--- config.mk ---
export PLATFORM = sky130hd
export DESIGN_NAME = bp_fpga_host_io_exerciser_flat
export DESIGN_NICKNAME = d
export VERILOG_FILES = /design/src/rtl/bp_fpga_host_io_exerciser_pkg.sv /design/src/rtl/bp_fpga_host_io_exerciser_if.sv /design/src/rtl/bp_fpga_host_io_exerciser_debounce.sv /design/src/rtl/bp_fpga_host_io_exerciser.sv /design/src/flat_wrapper.sv
export SDC_FILE = /design/constraint.sdc
export NUM_CORES = 2
export LEC_CHECK = 0
export BUFFER_PORTS_ARGS = -buffer_cell sky130_fd_sc_hd__buf_2
export CAP_MARGIN = 5
export CORE_ASPECT_RATIO = 1.2
export CORE_MARGIN = 10
export CORE_UTILIZATION = 61
export CTS_CLUSTER_SIZE = 8
export DETAILED_ROUTE_END_ITERATION = 7
export PLACE_DENSITY = 0.84
export SYNTH_ARGS = -nofsm -noshare
export SYNTH_HDL_FRONTEND = slang
export SYNTH_SLANG_ARGS = --single-unit
--- constraint.sdc ---
create_clock -name clk_i -period 55.9 [get_ports clk_i]
set_input_delay 5.59 -clock clk_i [delete_from_list [all_inputs] [get_ports clk_i]]
set_output_delay 5.59 -clock clk_i [all_outputs]
set_load 0.05 [all_outputs]
--- src/rtl/bp_fpga_host_io_exerciser_pkg.sv ---
// Purpose: shared types and constants for the FPGA host I/O exerciser.
// Latency: n/a (types, constants and a combinational helper only).
// Backpressure: n/a.
// Contents: generator state enum, a compact I/O message layout (header + 64b data),
// message type / size encodings, default putchar address and a size-mask helper.
package bp_fpga_host_exerciser_pkg;

    localparam int paddr_width_gp = 40;
    localparam int data_width_gp  = 64;

    typedef enum logic [1:0] {
        e_ready = 2'd0,
        e_send  = 2'd1,
        e_drain = 2'd2
    } bp_fpga_host_exerciser_state_e;

    // Message type / subop / size encodings used on the I/O links
    localparam logic [3:0] msg_uc_rd_gp     = 4'd0;
    localparam logic [3:0] msg_uc_wr_gp     = 4'd1;
    localparam logic [3:0] subop_store_gp   = 4'd0;

    localparam logic [paddr_width_gp-1:0] default_putchar_addr_gp = 40'h00_0010_1000;

    typedef struct packed {
        logic [3:0]                msg_type;
        logic [3:0]                subop;
        logic [paddr_width_gp-1:0] addr;
        logic [2:0]                size;     // log2 of bytes
    } bp_io_hdr_s;

    typedef struct packed {
        bp_io_hdr_s               hdr;
        logic [data_width_gp-1:0] data;
    } bp_io_msg_s;

    // Byte-lane mask for a log2-bytes size; anything >= 8 bytes keeps the full word.
    function automatic logic [data_width_gp-1:0] size_mask(input logic [2:0] size);
        logic [data_width_gp-1:0] mask;
        case (size)
            3'd0:    mask = 64'h0000_0000_0000_00FF;
            3'd1:    mask = 64'h0000_0000_0000_FFFF;
            3'd2:    mask = 64'h0000_0000_FFFF_FFFF;
            default: mask = 64'hFFFF_FFFF_FFFF_FFFF;
        endcase
        return mask;
    endfunction

endpackage

--- src/rtl/bp_fpga_host_io_exerciser_if.sv ---
// Purpose: one valid/ready message channel of the host I/O links.
// Latency: n/a (wires only).
// Backpressure: ready_and from the slave; on yumi-style channels the slave drives it as yumi.
// Ports: v, msg (master -> slave), ready_and (slave -> master).
interface bp_fpga_host_io_exerciser_if;
    import bp_fpga_host_exerciser_pkg::*;

    logic       v;
    bp_io_msg_s msg;
    logic       ready_and;

    modport master (output v, output msg, input  ready_and);
    modport slave  (input  v, input  msg, output ready_and);
endinterface

--- src/rtl/bp_fpga_host_io_exerciser_debounce.sv ---
// Purpose: push-button synchroniser + debouncer producing a one-cycle rising-edge trigger.
// Latency: trigger fires 2 + debounce_cycles_p cycles after a clean rising edge on data_i.
// Backpressure: none; the trigger is a pulse and is dropped if nobody consumes it.
// Ports: clk_i, reset_i (async active-high), data_i (raw button), trigger_o (1-cycle pulse).
module bp_fpga_host_debounce #(
    parameter int debounce_cycles_p = 1000000
) (
    input  logic clk_i,
    input  logic reset_i,
    input  logic data_i,
    output logic trigger_o
);
    localparam int cnt_w_lp = $clog2(debounce_cycles_p + 1);
    localparam logic [cnt_w_lp-1:0] cnt_last_lp = cnt_w_lp'(debounce_cycles_p - 1);

    logic                sync1_q, sync1_d;
    logic                sync2_q, sync2_d;
    logic                level_q, level_d;
    logic                trigger_q, trigger_d;
    logic [cnt_w_lp-1:0] cnt_q, cnt_d;

    // The counter only runs while the synchronised sample disagrees with the
    // accepted level, so any glitch back to the old level restarts the count.
    always_comb begin
        sync1_d   = data_i;
        sync2_d   = sync1_q;
        level_d   = level_q;
        cnt_d     = '0;
        trigger_d = 1'b0;
        if (sync2_q != level_q) begin
            if (cnt_q == cnt_last_lp) begin
                level_d   = sync2_q;
                trigger_d = sync2_q;
            end else begin
                cnt_d = cnt_q + 1'b1;
            end
        end
    end

    always_ff @(posedge clk_i or posedge reset_i) begin
        if (reset_i) begin
            sync1_q   <= 1'b0;
            sync2_q   <= 1'b0;
            level_q   <= 1'b0;
            trigger_q <= 1'b0;
            cnt_q     <= '0;
        end else begin
            sync1_q   <= sync1_d;
            sync2_q   <= sync2_d;
            level_q   <= level_d;
            trigger_q <= trigger_d;
            cnt_q     <= cnt_d;
        end
    end

    assign trigger_o = trigger_q;

endmodule

--- src/rtl/bp_fpga_host_io_exerciser.sv ---
// Purpose: bring-up exerciser: button-triggered putchar store bursts toward the host, plus a
//          register-file responder for host commands.
// Latency: store v rises 1 cycle after trigger; responder answers 1 cycle after cmd yumi.
// Backpressure: stores stall on ready_and / outstanding limit; responder holds a 1-entry
//               buffer and stops yumi'ing host commands while it is full and not drained.
// Ports: clk_i, reset_i, send_i, burst_len_i, io_cmd_o/io_resp_i (host-bound link),
//        io_cmd_i/io_resp_o (host-originated link), busy_o, error_o, sent_count_o.
module bp_fpga_host_io_exerciser
    import bp_fpga_host_exerciser_pkg::*;
#(
    parameter int                        debounce_cycles_p = 1000000,
    parameter int                        max_burst_p       = 255,
    parameter int                        max_outstanding_p = 4,
    parameter int                        store_size_p      = 0,
    parameter int                        reg_els_p         = 8,
    parameter logic [paddr_width_gp-1:0] putchar_addr_p    = default_putchar_addr_gp,
    localparam int                       len_w_lp          = $clog2(max_burst_p + 1)
) (
    input  logic                         clk_i,
    input  logic                         reset_i,
    input  logic                         send_i,
    input  logic [len_w_lp-1:0]          burst_len_i,
    bp_fpga_host_io_exerciser_if.master  io_cmd_o,
    bp_fpga_host_io_exerciser_if.slave   io_resp_i,
    bp_fpga_host_io_exerciser_if.slave   io_cmd_i,
    bp_fpga_host_io_exerciser_if.master  io_resp_o,
    output logic                         busy_o,
    output logic                         error_o,
    output logic [15:0]                  sent_count_o
);
    localparam int out_w_lp      = $clog2(max_outstanding_p + 1);
    localparam int store_bits_lp = 8 << store_size_p;
    localparam int reg_idx_w_lp  = $clog2(reg_els_p);
    localparam logic [out_w_lp-1:0] out_max_lp = out_w_lp'(max_outstanding_p);

    // ---------------- debounce ----------------
    logic trigger;

    bp_fpga_host_debounce #(.debounce_cycles_p(debounce_cycles_p)) debounce (
        .clk_i     (clk_i),
        .reset_i   (reset_i),
        .data_i    (send_i),
        .trigger_o (trigger)
    );

    // ---------------- generator FSM ----------------
    bp_fpga_host_exerciser_state_e state_q, state_d;
    logic [len_w_lp-1:0]      remaining_q, remaining_d;
    logic [store_bits_lp-1:0] data_q, data_d;
    logic [15:0]              sent_q, sent_d;
    logic [out_w_lp-1:0]      outstanding_q, outstanding_d;
    logic                     error_q, error_d;

    logic cmd_v, busy, cmd_accept, resp_yumi, bad_cmd;

    // Yumis are gated by reset so every output reads 0 while reset is held.
    assign cmd_accept = cmd_v & io_cmd_o.ready_and;
    assign resp_yumi  = io_resp_i.v & ~reset_i;

    always_ff @(posedge clk_i or posedge reset_i) begin
        if (reset_i) state_q <= e_ready;
        else         state_q <= state_d;
    end

    always_comb begin
        state_d = state_q;
        unique case (state_q)
            e_ready: if (trigger && (burst_len_i != '0)) state_d = e_send;
            e_send:  if (cmd_accept && (remaining_q == len_w_lp'(1))) state_d = e_drain;
            e_drain: if (outstanding_q == '0) state_d = e_ready;
            default: state_d = e_ready;
        endcase
    end

    always_comb begin
        cmd_v = (state_q == e_send) && (outstanding_q < out_max_lp);
        busy  = (state_q != e_ready);
    end

    always_comb begin
        remaining_d   = remaining_q;
        data_d        = data_q;
        sent_d        = sent_q;
        outstanding_d = outstanding_q;
        error_d       = error_q | bad_cmd;
        if ((state_q == e_ready) && trigger && (burst_len_i != '0)) remaining_d = burst_len_i;
        if (cmd_accept) begin
            data_d      = data_q + 1'b1;
            remaining_d = remaining_q - 1'b1;
            sent_d      = sent_q + 16'd1;
        end
        // A response with nothing outstanding is unsolicited: flag it, keep the counter at 0.
        unique case ({cmd_accept, resp_yumi})
            2'b10: outstanding_d = outstanding_q + 1'b1;
            2'b01: begin
                if (outstanding_q == '0) error_d = 1'b1;
                else                     outstanding_d = outstanding_q - 1'b1;
            end
            2'b11: if (outstanding_q == '0) error_d = 1'b1;
            default: ;
        endcase
    end

    always_ff @(posedge clk_i or posedge reset_i) begin
        if (reset_i) begin
            remaining_q   <= '0;
            data_q        <= '0;
            sent_q        <= '0;
            outstanding_q <= '0;
            error_q       <= 1'b0;
        end else begin
            remaining_q   <= remaining_d;
            data_q        <= data_d;
            sent_q        <= sent_d;
            outstanding_q <= outstanding_d;
            error_q       <= error_d;
        end
    end

    // Command is forced to zero while idle so the link is quiet outside a burst.
    always_comb begin
        io_cmd_o.v   = cmd_v;
        io_cmd_o.msg = '0;
        if (cmd_v) begin
            io_cmd_o.msg.hdr.msg_type = msg_uc_wr_gp;
            io_cmd_o.msg.hdr.subop    = subop_store_gp;
            io_cmd_o.msg.hdr.addr     = putchar_addr_p;
            io_cmd_o.msg.hdr.size     = 3'(store_size_p);
            io_cmd_o.msg.data         = {(data_width_gp / store_bits_lp){data_q}};
        end
    end

    assign io_resp_i.ready_and = resp_yumi;
    assign busy_o              = busy;
    assign error_o             = error_q;
    assign sent_count_o        = sent_q;

    // ---------------- responder ----------------
    logic                     buf_v_q, buf_v_d;
    bp_io_msg_s               buf_msg_q, buf_msg_d;
    logic [data_width_gp-1:0] reg_q [reg_els_p];
    logic [data_width_gp-1:0] reg_d [reg_els_p];
    logic                     cmd_yumi;
    logic [reg_idx_w_lp-1:0]  reg_idx;
    logic [data_width_gp-1:0] mask;

    assign cmd_yumi = io_cmd_i.v & (~buf_v_q | io_resp_o.ready_and) & ~reset_i;
    assign reg_idx  = io_cmd_i.msg.hdr.addr[3 +: reg_idx_w_lp];
    assign mask     = size_mask(io_cmd_i.msg.hdr.size);

    always_comb begin
        buf_v_d   = buf_v_q;
        buf_msg_d = buf_msg_q;
        reg_d     = reg_q;
        bad_cmd   = 1'b0;
        if (buf_v_q && io_resp_o.ready_and) buf_v_d = 1'b0;
        if (cmd_yumi) begin
            buf_v_d        = 1'b1;
            buf_msg_d.hdr  = io_cmd_i.msg.hdr;
            buf_msg_d.data = '0;
            case (io_cmd_i.msg.hdr.msg_type)
                msg_uc_rd_gp: buf_msg_d.data = reg_q[reg_idx] & mask;
                msg_uc_wr_gp: reg_d[reg_idx] = io_cmd_i.msg.data & mask;
                default:      bad_cmd        = 1'b1;
            endcase
        end
    end

    always_ff @(posedge clk_i or posedge reset_i) begin
        if (reset_i) begin
            buf_v_q   <= 1'b0;
            buf_msg_q <= '0;
            for (int i = 0; i < reg_els_p; i++) reg_q[i] <= '0;
        end else begin
            buf_v_q   <= buf_v_d;
            buf_msg_q <= buf_msg_d;
            for (int i = 0; i < reg_els_p; i++) reg_q[i] <= reg_d[i];
        end
    end

    assign io_cmd_i.ready_and = cmd_yumi;
    assign io_resp_o.v        = buf_v_q;
    assign io_resp_o.msg      = buf_msg_q;

endmodule

--- src/flat_wrapper.sv ---
// flat-port wrapper written by rule: the top's interface ports become plain ports
module bp_fpga_host_io_exerciser_flat import bp_fpga_host_exerciser_pkg::*;
#(
    parameter int                        debounce_cycles_p = 1000000,
    parameter int                        max_burst_p       = 255,
    parameter int                        max_outstanding_p = 4,
    parameter int                        store_size_p      = 0,
    parameter int                        reg_els_p         = 8,
    parameter logic [paddr_width_gp-1:0] putchar_addr_p    = default_putchar_addr_gp,
    localparam int                       len_w_lp          = $clog2(max_burst_p + 1)
)
  (clk_i, reset_i, send_i, burst_len_i, busy_o, error_o, sent_count_o, io_cmd_o_v, io_cmd_o_msg, io_cmd_o_ready_and, io_resp_i_v, io_resp_i_msg, io_resp_i_ready_and, io_cmd_i_v, io_cmd_i_msg, io_cmd_i_ready_and, io_resp_o_v, io_resp_o_msg, io_resp_o_ready_and);
  bp_fpga_host_io_exerciser_if io_cmd_o_i ();
  bp_fpga_host_io_exerciser_if io_resp_i_i ();
  bp_fpga_host_io_exerciser_if io_cmd_i_i ();
  bp_fpga_host_io_exerciser_if io_resp_o_i ();
  input  logic clk_i;
  input  logic reset_i;
  input  logic send_i;
  input  logic [len_w_lp-1:0] burst_len_i;
  output logic busy_o;
  output logic error_o;
  output logic [15:0] sent_count_o;
  output wire logic [$bits(io_cmd_o_i.v)-1:0] io_cmd_o_v;
  output wire logic [$bits(io_cmd_o_i.msg)-1:0] io_cmd_o_msg;
  input wire logic [$bits(io_cmd_o_i.ready_and)-1:0] io_cmd_o_ready_and;
  input wire logic [$bits(io_resp_i_i.v)-1:0] io_resp_i_v;
  input wire logic [$bits(io_resp_i_i.msg)-1:0] io_resp_i_msg;
  output wire logic [$bits(io_resp_i_i.ready_and)-1:0] io_resp_i_ready_and;
  input wire logic [$bits(io_cmd_i_i.v)-1:0] io_cmd_i_v;
  input wire logic [$bits(io_cmd_i_i.msg)-1:0] io_cmd_i_msg;
  output wire logic [$bits(io_cmd_i_i.ready_and)-1:0] io_cmd_i_ready_and;
  output wire logic [$bits(io_resp_o_i.v)-1:0] io_resp_o_v;
  output wire logic [$bits(io_resp_o_i.msg)-1:0] io_resp_o_msg;
  input wire logic [$bits(io_resp_o_i.ready_and)-1:0] io_resp_o_ready_and;
  assign io_cmd_o_v = io_cmd_o_i.v;
  assign io_cmd_o_msg = io_cmd_o_i.msg;
  assign io_cmd_o_i.ready_and = io_cmd_o_ready_and;
  assign io_resp_i_i.v = io_resp_i_v;
  assign io_resp_i_i.msg = io_resp_i_msg;
  assign io_resp_i_ready_and = io_resp_i_i.ready_and;
  assign io_cmd_i_i.v = io_cmd_i_v;
  assign io_cmd_i_i.msg = io_cmd_i_msg;
  assign io_cmd_i_ready_and = io_cmd_i_i.ready_and;
  assign io_resp_o_v = io_resp_o_i.v;
  assign io_resp_o_msg = io_resp_o_i.msg;
  assign io_resp_o_i.ready_and = io_resp_o_ready_and;
  bp_fpga_host_io_exerciser #(.debounce_cycles_p(debounce_cycles_p), .max_burst_p(max_burst_p), .max_outstanding_p(max_outstanding_p), .store_size_p(store_size_p), .reg_els_p(reg_els_p), .putchar_addr_p(putchar_addr_p)) u_core (.clk_i(clk_i), .reset_i(reset_i), .send_i(send_i), .burst_len_i(burst_len_i), .io_cmd_o(io_cmd_o_i), .io_resp_i(io_resp_i_i), .io_cmd_i(io_cmd_i_i), .io_resp_o(io_resp_o_i), .busy_o(busy_o), .error_o(error_o), .sent_count_o(sent_count_o));
endmodule
==> run_results.csv <==
group,metric,value,unit
clocking,cts_sinks,690,
global_routing,grt_max_degree,188,
die,ios,497,
flow_run,cap_violations,0,
timing,relSlewSlack,17.5,%
finish,fin_area,35500,sq um
run_status,outcome,"complete, no violations",
synthesis,async_flop_share,100,%
placement,dpl.hpwl,53.7,mm
timing,tightest_slew,1.24,ns
setup_path,regToRegEndpoint,"u_core.reg_q[407]$_DFFE_PP0P_",
route,remaining_drc_errors,0,
synthesis,netlist_area,31500,sq um
setup_path,rrSetupSlack,52.41,ns
timing,fin_crit_sh,23.4,%
global_routing,antenna_found_initial,10,
clocking,htree_levels,3,
timing,setup_tns,0,ns
timing,rsz0062_at_grt,"false",
synthesis,synth_warnings,0,
timing,period_minus_slack,13.08,ns
setup_path,critPathRequiredTime,50.31,ns
route,drt-pass1-iter-count,5,
clocking,cts_buffers,96,
timing,max_freq,76.5,MHz
clocking,cts_tree,"done",
setup_path,cp-start-kind,"input port",
finish,mostFrequentLayoutCell,"dfrtp_1",
clocking,postCtsHoldBufs,0,
placement,dpl.cell_count,3240,
hold_path,hold_depth,0,
route,vias_per_cell,6.38,
hold_path,hp-class,"reg2reg",
hold_path,min_to,"u_core.debounce.sync2_q$_DFF_PP0_",
route,drtIter0Drc,1664,
synthesis,synth_edf_count,0,
timing,finalMaxSlewViolations,0,
finish,final_util,69.3,%
timing,setup_violations,0,
route,wire_per_inst,26.4,um
global_routing,grt_usage,28.8,%
setup_path,critPathKind,"in2out",
synthesis,synth.avg_cell_area,13.0,sq um
pwr,p_leak,18.2,nW
timing,skew,0.0271,ns
die,core,51200,sq um
hold_path,hold_start,"u_core.debounce.sync1_q$_DFF_PP0_",
clocking,postCtsSetupBuffers,0,
synthesis,ys_seq_area_share,54.9,%
finish,area_growth,12.9,%
setup_path,crit_arrival,7.49,ns
clocking,ctsResizeCount,0,
route,ant_nets,0,
timing,finalHoldViolCount,0,
die,fp-row-count,91,
die,start_util,61.4,%
route,wl,88.5,mm
finish,nNetsFinal,2939,
finish,layout_common_cells,"dfrtp_1, mux2_2, buf_2",
finish,finalNonFillerCells,3350,
global_routing,grt_pass1_vias,23000,
pwr,peakVddDrop,0.0000322,V
global_routing,grt_overflow,0,
setup_path,reg2reg_depth,6,
synthesis,synth_top_cell_by_area,"dfrtp_1",
finish,drive_gt1_share,40.0,%
die,die_h,269,um
pwr,p_per_area,36.2,nW/um^2
clocking,root_buffer,"clkbuf_16",
clocking,cts_buffer_depth,3,
clocking,clkSlewWorstSetupHoldPaths,0.05,ns
setup_path,crit_path_start,"reset_i",
setup_path,crit_fanout,50,
setup_path,end_kind,"output pin",
synthesis,yosysTopAreaCellShare,54.9,%
placement,dpl-instance-area,32900,sq um
timing,hold_ws,0.338,ns
setup_path,r2r_start,"u_core.io_resp_o.v$_DFFE_PP0P_",
synthesis,synth.distinct_cells,67,
clocking,insertion_delay,0.64,ns
synthesis,synth_area_leaders,"dfrtp_1, mux2_2, mux4_2, nand2_1, buf_4",
global_routing,grt_pass1_wl,135,mm
synthesis,synth_seq_cells,690,
synthesis,ys.flop_type,"dfrtp_1",
synthesis,syn_inst,2428,
die,die_w,227,um
placement,gp_congestion,0.930,
die,die_area,61100,sq um
route,vias,21400,
placement,port_buffers,333,
## where the power goes
| part | switching, mW | internal, mW | total, mW |
|---|---|---|---|
| clock network | 0.205 | 0.309 | 0.514 |
| registers | 0.0197 | 0.527 | 0.547 |
| logic | 0.169 | 0.0553 | 0.224 |
| total | 0.394 | 0.891 | 1.28 |
## critical path, cell delays in order
cell and delay (ns):
buf_2 0.13, nand2b_1 0.32, or2_4 0.51, inv_2 0.10, buf_4 0.42, buf_2 0.36
## sequential cells by signal (all words and copies together), names as in the netlist, 2 cells and up
name	cells
u_core.state_q	2
u_core.io_resp_o.msg	115
u_core.outstanding_q	3
u_core.data_q	8
u_core.debounce.cnt_q	20
u_core.reg_q	512
u_core.remaining_q	8
u_core.sent_count_o	16
## logic make-up (layout without fill, tap and decap cells)
group / count (synthesis) / after routing / synth area share, %
fa+ha+maj: 6 / 6 / 0.263
flops: 690 / 690 / 54.9
buf+inv: 284 / 504 / 5.34
xor+xnor: 36 / 36 / 1.00
other cells: 1 / 52 / 0.0119
mux: 662 / 662 / 24.9
simple gates: 478 / 478 / 7.46
compound gates: 271 / 271 / 6.13
## synth_stat cells, drive strengths merged, types with 12 or more instances
library cell and count:
o21ai 51, mux4 40, mux2i 58, a2bb2oi 16
a32o 27, o22ai 54, nand2 232, mux2 564
nor3 14, clkbuf 82, inv 30, xnor2 24
or3 17, nand3 21, a21oi 30, o31ai 12
nor2 59, nor2b 66, dfrtp 690, o221ai 18
xor2 12, buf 171, a211oi 12
## stage by stage
step | total power, mW | setup WS [ns]
finish | 1.28 | 42.82
global placement | 0.769 | 42.87
floorplan | 0.737 | 28.43
CTS | 1.29 | 42.83
global route | 1.33 | 42.75
detailed placement | 0.777 | 42.85
## per-layer routing
| metal | share of wire, % | GRT usage (%) | up-vias |
|---|---|---|---|
| li1 | - | - | 9037 |
| met1 | 37 | 34.0 | 11100 |
| met2 | 50 | 48.8 | 1005 |
| met3 | 8.4 | 5.97 | 244 |
| met4 | 4.6 | 15.2 | 12 |
| met5 | 0.10 | 0 | - |
## worst max-delay path by stage
stage                          end  cells past startpoint
4_1_cts         io_cmd_i_ready_and                      6
5_1_grt         io_cmd_i_ready_and                      6
2_1_floorplan  io_resp_i_ready_and                      3
3_5_place_dp    io_cmd_i_ready_and                      6
6_report        io_cmd_i_ready_and                      6
3_3_place_gp    io_cmd_i_ready_and                      6
## cell type report
class | count | area [sq um]
diodes | 4 | 10.0
clock buffers | 99 | 2430
clock inverters | 6 | 115
fillers | 3371 | 15700
inverters | 31 | 124
multi-input cells | 1501 | 12800
flip-flops and latches | 690 | 17300
well taps | 651 | 815
repair buffers | 368 | 1970
Note: power is estimated with default switching activity, not from simulation.
